## config.mk

```make
export PLATFORM = sky130hd
export DESIGN_NAME = input_quantizer_packer
export DESIGN_NICKNAME = d
export VERILOG_FILES = /design/src/rtl/input_quantizer_packer.sv
export SDC_FILE = /design/constraint.sdc
export NUM_CORES = 1
export LEC_CHECK = 0
export CAP_MARGIN = 10
export CORE_MARGIN = 2
export CORE_UTILIZATION = 47
export DETAILED_ROUTE_END_ITERATION = 10
export DONT_BUFFER_PORTS = 1
export HOLD_SLACK_MARGIN = 0.03
export SKIP_CTS_REPAIR_TIMING = 1
export SLEW_MARGIN = 10
export SYNTH_ARGS = -nofsm -noshare
export SYNTH_HDL_FRONTEND = slang
export SYNTH_HIERARCHICAL = 1
export SYNTH_SLANG_ARGS = --single-unit
```

## constraint.sdc

```tcl
create_clock -name clk -period 5.85 [get_ports clk]
set_input_delay 1.17 -clock clk [delete_from_list [all_inputs] [get_ports clk]]
set_output_delay 1.17 -clock clk [all_outputs]
set_load 0.01 [all_outputs]
```

## src/rtl/input_quantizer_packer.sv

```systemverilog
// input_quantizer_packer
//   Front end of the LogicNet inference path. Each accepted raw sample is
//   quantized to a 2-bit code against three run-time programmable thresholds
//   belonging to its feature position. NUM_FEATURES codes are packed into one
//   vector, which is offered downstream once per frame.
//
// Ports
//   clk, rst           clock (rising edge), async active-high reset
//   s_valid/s_ready    raw sample handshake; s_data sample, s_last frame end
//   m_valid/m_ready    packed vector handshake; m_data feature i at [2i+1:2i]
//   cfg_we/cfg_feat/cfg_sel/cfg_data
//                      threshold write port (sel 3 or feat out of range ignored)
//   frame_err          sticky framing error, cleared only by rst

// Per-feature lane: owns the three thresholds of one feature and produces the
// code the current sample would get if it belonged to this feature.
module iqp_lane #(
  parameter int              IN_WIDTH = 16,
  parameter logic [IN_WIDTH-1:0] THR0_INIT = 16'h1000,
  parameter logic [IN_WIDTH-1:0] THR1_INIT = 16'h4000,
  parameter logic [IN_WIDTH-1:0] THR2_INIT = 16'hC000
) (
  input  logic                clk,
  input  logic                rst,
  input  logic                we,
  input  logic [1:0]          sel,
  input  logic [IN_WIDTH-1:0] wdata,
  input  logic [IN_WIDTH-1:0] sample,
  output logic [1:0]          code
);
  logic [2:0][IN_WIDTH-1:0] thr;
  logic [2:0]               ge;

  always_ff @(posedge clk or posedge rst) begin
    if (rst) begin
      thr[0] <= THR0_INIT;
      thr[1] <= THR1_INIT;
      thr[2] <= THR2_INIT;
    end else if (we) begin
      case (sel)
        2'd0:    thr[0] <= wdata;
        2'd1:    thr[1] <= wdata;
        2'd2:    thr[2] <= wdata;
        default: ;
      endcase
    end
  end

  // Code is a population count of threshold hits, so thresholds need no
  // particular ordering.
  always_comb begin
    for (int k = 0; k < 3; k++) ge[k] = (sample >= thr[k]);
    code = {1'b0, ge[0]} + {1'b0, ge[1]} + {1'b0, ge[2]};
  end
endmodule

module input_quantizer_packer #(
  parameter int                  IN_WIDTH     = 16,
  parameter int                  NUM_FEATURES = 3,
  parameter logic [IN_WIDTH-1:0] THR0_INIT    = 16'h1000,
  parameter logic [IN_WIDTH-1:0] THR1_INIT    = 16'h4000,
  parameter logic [IN_WIDTH-1:0] THR2_INIT    = 16'hC000,
  localparam int                 FW = (NUM_FEATURES > 1) ? $clog2(NUM_FEATURES) : 1
) (
  input  logic                      clk,
  input  logic                      rst,
  input  logic                      s_valid,
  output logic                      s_ready,
  input  logic [IN_WIDTH-1:0]       s_data,
  input  logic                      s_last,
  output logic                      m_valid,
  input  logic                      m_ready,
  output logic [2*NUM_FEATURES-1:0] m_data,
  input  logic                      cfg_we,
  input  logic [FW-1:0]             cfg_feat,
  input  logic [1:0]                cfg_sel,
  input  logic [IN_WIDTH-1:0]       cfg_data,
  output logic                      frame_err
);
  localparam logic [FW-1:0] LAST = FW'(NUM_FEATURES - 1);

  logic [NUM_FEATURES-1:0][1:0] lane_code;
  logic [NUM_FEATURES-1:0][1:0] acc;
  logic [NUM_FEATURES-1:0][1:0] vec;
  logic [FW-1:0]                cnt;
  logic [1:0]                   cur_code;
  logic                         at_last;
  logic                         accept;

  // Every lane sees the sample; only the lane at the counter position matters.
  // Lanes whose index never matches cfg_feat (feat >= NUM_FEATURES) never write.
  for (genvar f = 0; f < NUM_FEATURES; f++) begin : g_lane
    iqp_lane #(
      .IN_WIDTH (IN_WIDTH),
      .THR0_INIT(THR0_INIT),
      .THR1_INIT(THR1_INIT),
      .THR2_INIT(THR2_INIT)
    ) u_lane (
      .clk   (clk),
      .rst   (rst),
      .we    (cfg_we && (cfg_feat == FW'(f))),
      .sel   (cfg_sel),
      .wdata (cfg_data),
      .sample(s_data),
      .code  (lane_code[f])
    );
  end

  always_comb begin
    cur_code = '0;
    for (int f = 0; f < NUM_FEATURES; f++)
      if (cnt == FW'(f)) cur_code = lane_code[f];
  end

  assign at_last = (cnt == LAST);
  // Only the last feature has to wait for the held vector; a same-cycle
  // m_ready frees the output register in time for the new vector.
  assign s_ready = !(at_last && m_valid && !m_ready);
  assign accept  = s_valid && s_ready;

  always_comb begin
    vec          = acc;
    vec[NUM_FEATURES-1] = cur_code;
  end

  always_ff @(posedge clk or posedge rst) begin
    if (rst) begin
      cnt       <= '0;
      acc       <= '0;
      m_valid   <= 1'b0;
      m_data    <= '0;
      frame_err <= 1'b0;
    end else begin
      if (m_valid && m_ready) m_valid <= 1'b0;
      if (accept) begin
        if (at_last) begin
          // Vector goes out even when s_last is missing; only the flag records it.
          m_data  <= vec;
          m_valid <= 1'b1;
          cnt     <= '0;
          if (!s_last) frame_err <= 1'b1;
        end else if (s_last) begin
          // Early s_last: drop the partial frame and resynchronise.
          frame_err <= 1'b1;
          cnt       <= '0;
        end else begin
          acc[cnt] <= cur_code;
          cnt      <= cnt + FW'(1);
        end
      end
    end
  end
endmodule

```

==> results.py <==
metrics = {
    "status": {
        "outcome": "completed",
    },
    "logic_synthesis": {
        "syn_avg_cell_area_um2": 10.8,
        "syn_area_um2": 9690,
        "ys_seq_area_share_pct": 40.9,
        "synth_edf_count": 0,
        "async_reset_ff_share_pct": 100,
        "synth_ff_type": "dfrtp_1",
        "syn_inst": 900,
        "synth_cell_type_count": 40,
        "synth_nets": 1093,
        "ys.warnings.count": 6,
        "synth_seq_cells": 158,
    },
    "layout": {
        "n_antenna_cell": 0,
        "layout_common_cells": "148 x ha_1, 146 x dfrtp_1, 144 x inv_1",
        "fin_area_um2": 10600,
        "nets": 1099,
        "num-fill-cells": 1837,
        "postLayoutCoreUtil_pct": 52.3,
        "drive_gt1_share_pct": 19.2,
        "final_common_cell": "ha_1",
        "syn_to_final_growth_pct": 9.16,
        "regArea_um2": 3970,
        "multi_input_area_um2": 5100,
    },
    "worst_setup_path": {
        "critPathArrivalTime_ns": 3.85,
        "crit_path_max_fanout": 3,
        "rrSetupSlack_ns": 2.81,
        "worst-path-buf-inv": 1,
        "worstPathCellList": "inv_1 > ha_1 > nand2b_1 > a2111oi_0 > nor4_1 > a2111o_1 > fa_1 > a2bb2oi_1 > mux2_2",
        "critPathRequiredTime_ns": 6.21,
        "critical-path-max-stage-delay_ns": 0.59,
        "cp-end-kind": "register",
        "start_kind": "input port",
        "critPathSlowestCell": "a2111oi_0",
        "path_class": "in -> reg",
        "cpLargestDelayFamily": "compound AO/OA/AOI/OAI gates",
    },
    "job": {
        "maxCapViolCount": 0,
    },
    "floorplanning": {
        "core_area_um2": 20200,
        "initial_core_util_pct": 47.9,
        "die_w_um": 148,
        "die-area_um2": 21800,
        "rows": 52,
        "io_pins": 51,
        "die_h_um": 148,
    },
    "clock_tree": {
        "cts.sinks": 158,
        "clkSlewWorstSetupHoldPaths_ns": 0.07,
        "cts.path.max_buffers": 2,
        "ctsHtreeMaxLevel": 4,
        "cts_tree": "built",
        "clock_latency_ns": 0.43,
        "numCtsBuffers": 17,
        "cts-root-buf": "clkbuf_16",
    },
    "sta": {
        "tns_ns": 0,
        "worst_pin_slew_ns": 1.08,
        "holdWs_ns": 0.499,
        "worst_slack_ns": 2.36,
        "layout_min_cycle_time_ns": 3.49,
        "finalMaxSlewViolations": 0,
        "finalClockSkew_ns": 0.0109,
        "rsz0062_at_grt": "false",
        "max_freq_mhz": 287,
        "finalSetupViolCount": 0,
        "hold_viol_final": 0,
        "maxSlewHeadroom_pct": 28.2,
        "finalCritPeriodShare_pct": 59.6,
    },
    "detailed_routing": {
        "drcViolationCount": 0,
        "routedWlPerCell_um": 19.0,
        "drt.antenna.violating_nets": 0,
        "drtIter0Drc": 368,
        "vias_per_cell": 5.48,
        "dr_total_vias": 6518,
        "totalWireLength_mm": 22.6,
        "drtPass1Iterations": 5,
    },
    "power_and_ir_drop": {
        "power_density_nw_per_um2": 347,
        "p_leak_nw": 5.06,
        "ir_worst_vdd_mv": 0.197,
    },
    "global_route": {
        "grt_use_total_pct": 22.1,
        "grt_pass1_vias": 6508,
        "grt_max_degree": 49,
        "grt_antenna_before_repair": 0,
        "overflow": 0,
        "grt_first_pass_wirelength_mm": 36.3,
    },
    "placement": {
        "dpl_cell_area_um2": 9990,
        "gp_congestion": 0.799,
        "hpwl_mm": 16.2,
        "pre_cts_slack_ns": 1.91,
        "port_buffers": 0,
    },
    "hold_path": {
        "hold_path_class": "in -> async",
    },
}
stage by stage:
step,cells,power (mW)
floorplan,900,2.32
global placement,1157,2.54
detailed placement,1157,2.57
CTS,1189,3.71
global route,1189,3.95
finish,1189,3.67
logic make-up (layout without fill, tap and decap cells):
kind of cell               Yosys count  in the layout  synth area share [%]
and+or+nand+nor                    173            173                  9.90
muxes                              109            109                  12.8
buffers and inverters              164            183                  6.54
AOI/OAI and AO/OA                  145            145                  10.1
adders and majority gates          151            151                  19.7
DFF                                158            158                  40.9
worst register-to-register path, delay by kind of cell (launching register included):
family | cells | cell delay (ns)
AO/OA/AOI/OAI | 3 | 1.30
adder cells (fa/ha/maj) | 2 | 0.76
flip-flops | 1 | 0.39
AND/OR/NAND/NOR | 2 | 0.30
multiplexers | 1 | 0.22
flip-flops by register name, summed over array words and instances, names as in the netlist:
| name | cells |
|---|---|
| acc | 4 |
| m_data | 6 |
| frame_err | 1 |
| cnt | 2 |
| m_valid | 1 |
| g_lane.u_lane/thr | 144 |
metal layers:
layer	global-route usage, %	up-vias	part of all wire, %
li1	-	3166	-
met1	32.0	3217	48
met2	34.3	124	45
met3	4.32	11	6.2
met4	5.05	0	0.81
met5	0	-	0
cell type report:
class	count	share of cell area [%]
clock buffers	17	4.02
clock inverters	15	1.54
inverters	147	5.21
multi-input cells	578	48.2
flip-flops and latches	158	37.5
well taps	270	3.19
repair buffers	4	0.284
report_power, final:
| group | internal, mW | switching (mW) | leakage (nW) |
|---|---|---|---|
| registers | 1.37 | 0.129 | 1.90 |
| logic | 0.517 | 0.530 | 2.88 |
| clock network | 0.635 | 0.489 | 0.281 |
| total | 2.53 | 1.15 | 5.06 |
worst paths after layout:
kind	startpoint	to	cells after the start
worst max-delay path	s_data[0]	acc[0]$_DFFE_PP0P_	9
worst min-delay path	rst	g_lane[1].u_lane/thr[18]$_DFFE_PP0P_	1
worst max register to register	g_lane[2].u_lane/thr[16]$_DFFE_PP0P_	acc[0]$_DFFE_PP0P_	8
worst min register to register	g_lane[1].u_lane/thr[28]$_DFFE_PP0P_	g_lane[1].u_lane/thr[28]$_DFFE_PP0P_	1
max in group asynchronous	rst	g_lane[0].u_lane/thr[41]$_DFFE_PP0P_	1
min in group clk	g_lane[1].u_lane/thr[28]$_DFFE_PP0P_	g_lane[1].u_lane/thr[28]$_DFFE_PP0P_	1
synth_stat cells, types with 3 or more instances:
| cell | number | share of area, % |
|---|---|---|
| ha_1 | 148 | 19 |
| inv_1 | 147 | 5.7 |
| dfrtp_1 | 146 | 38 |
| mux2_2 | 106 | 12 |
| nand2_1 | 67 | 2.6 |
| o21ai_0 | 54 | 2.8 |
| a21oi_1 | 50 | 2.6 |
| nand4_1 | 25 | 1.6 |
| nor2_1 | 15 | 0.58 |
| nand3_1 | 14 | 0.72 |
| dfstp_2 | 12 | 3.3 |
| nand3b_1 | 10 | 0.77 |
| clkbuf_1 | 9 | 0.35 |
| or4_1 | 9 | 0.70 |
| o21a_1 | 8 | 0.62 |
| a2111oi_4 | 6 | 1.7 |
| a21o_1 | 6 | 0.46 |
| a22o_1 | 6 | 0.54 |
| buf_2 | 6 | 0.31 |
| nand2b_4 | 6 | 0.85 |
| nor4b_1 | 6 | 0.54 |
| and4_1 | 4 | 0.36 |
| nand2b_1 | 4 | 0.26 |
| nor3b_1 | 4 | 0.31 |
| a2111oi_0 | 3 | 0.27 |
| fa_1 | 3 | 0.62 |
| mux2_4 | 3 | 0.46 |
| nor3_1 | 3 | 0.15 |
Note: power is estimated with default switching activity, not from simulation.
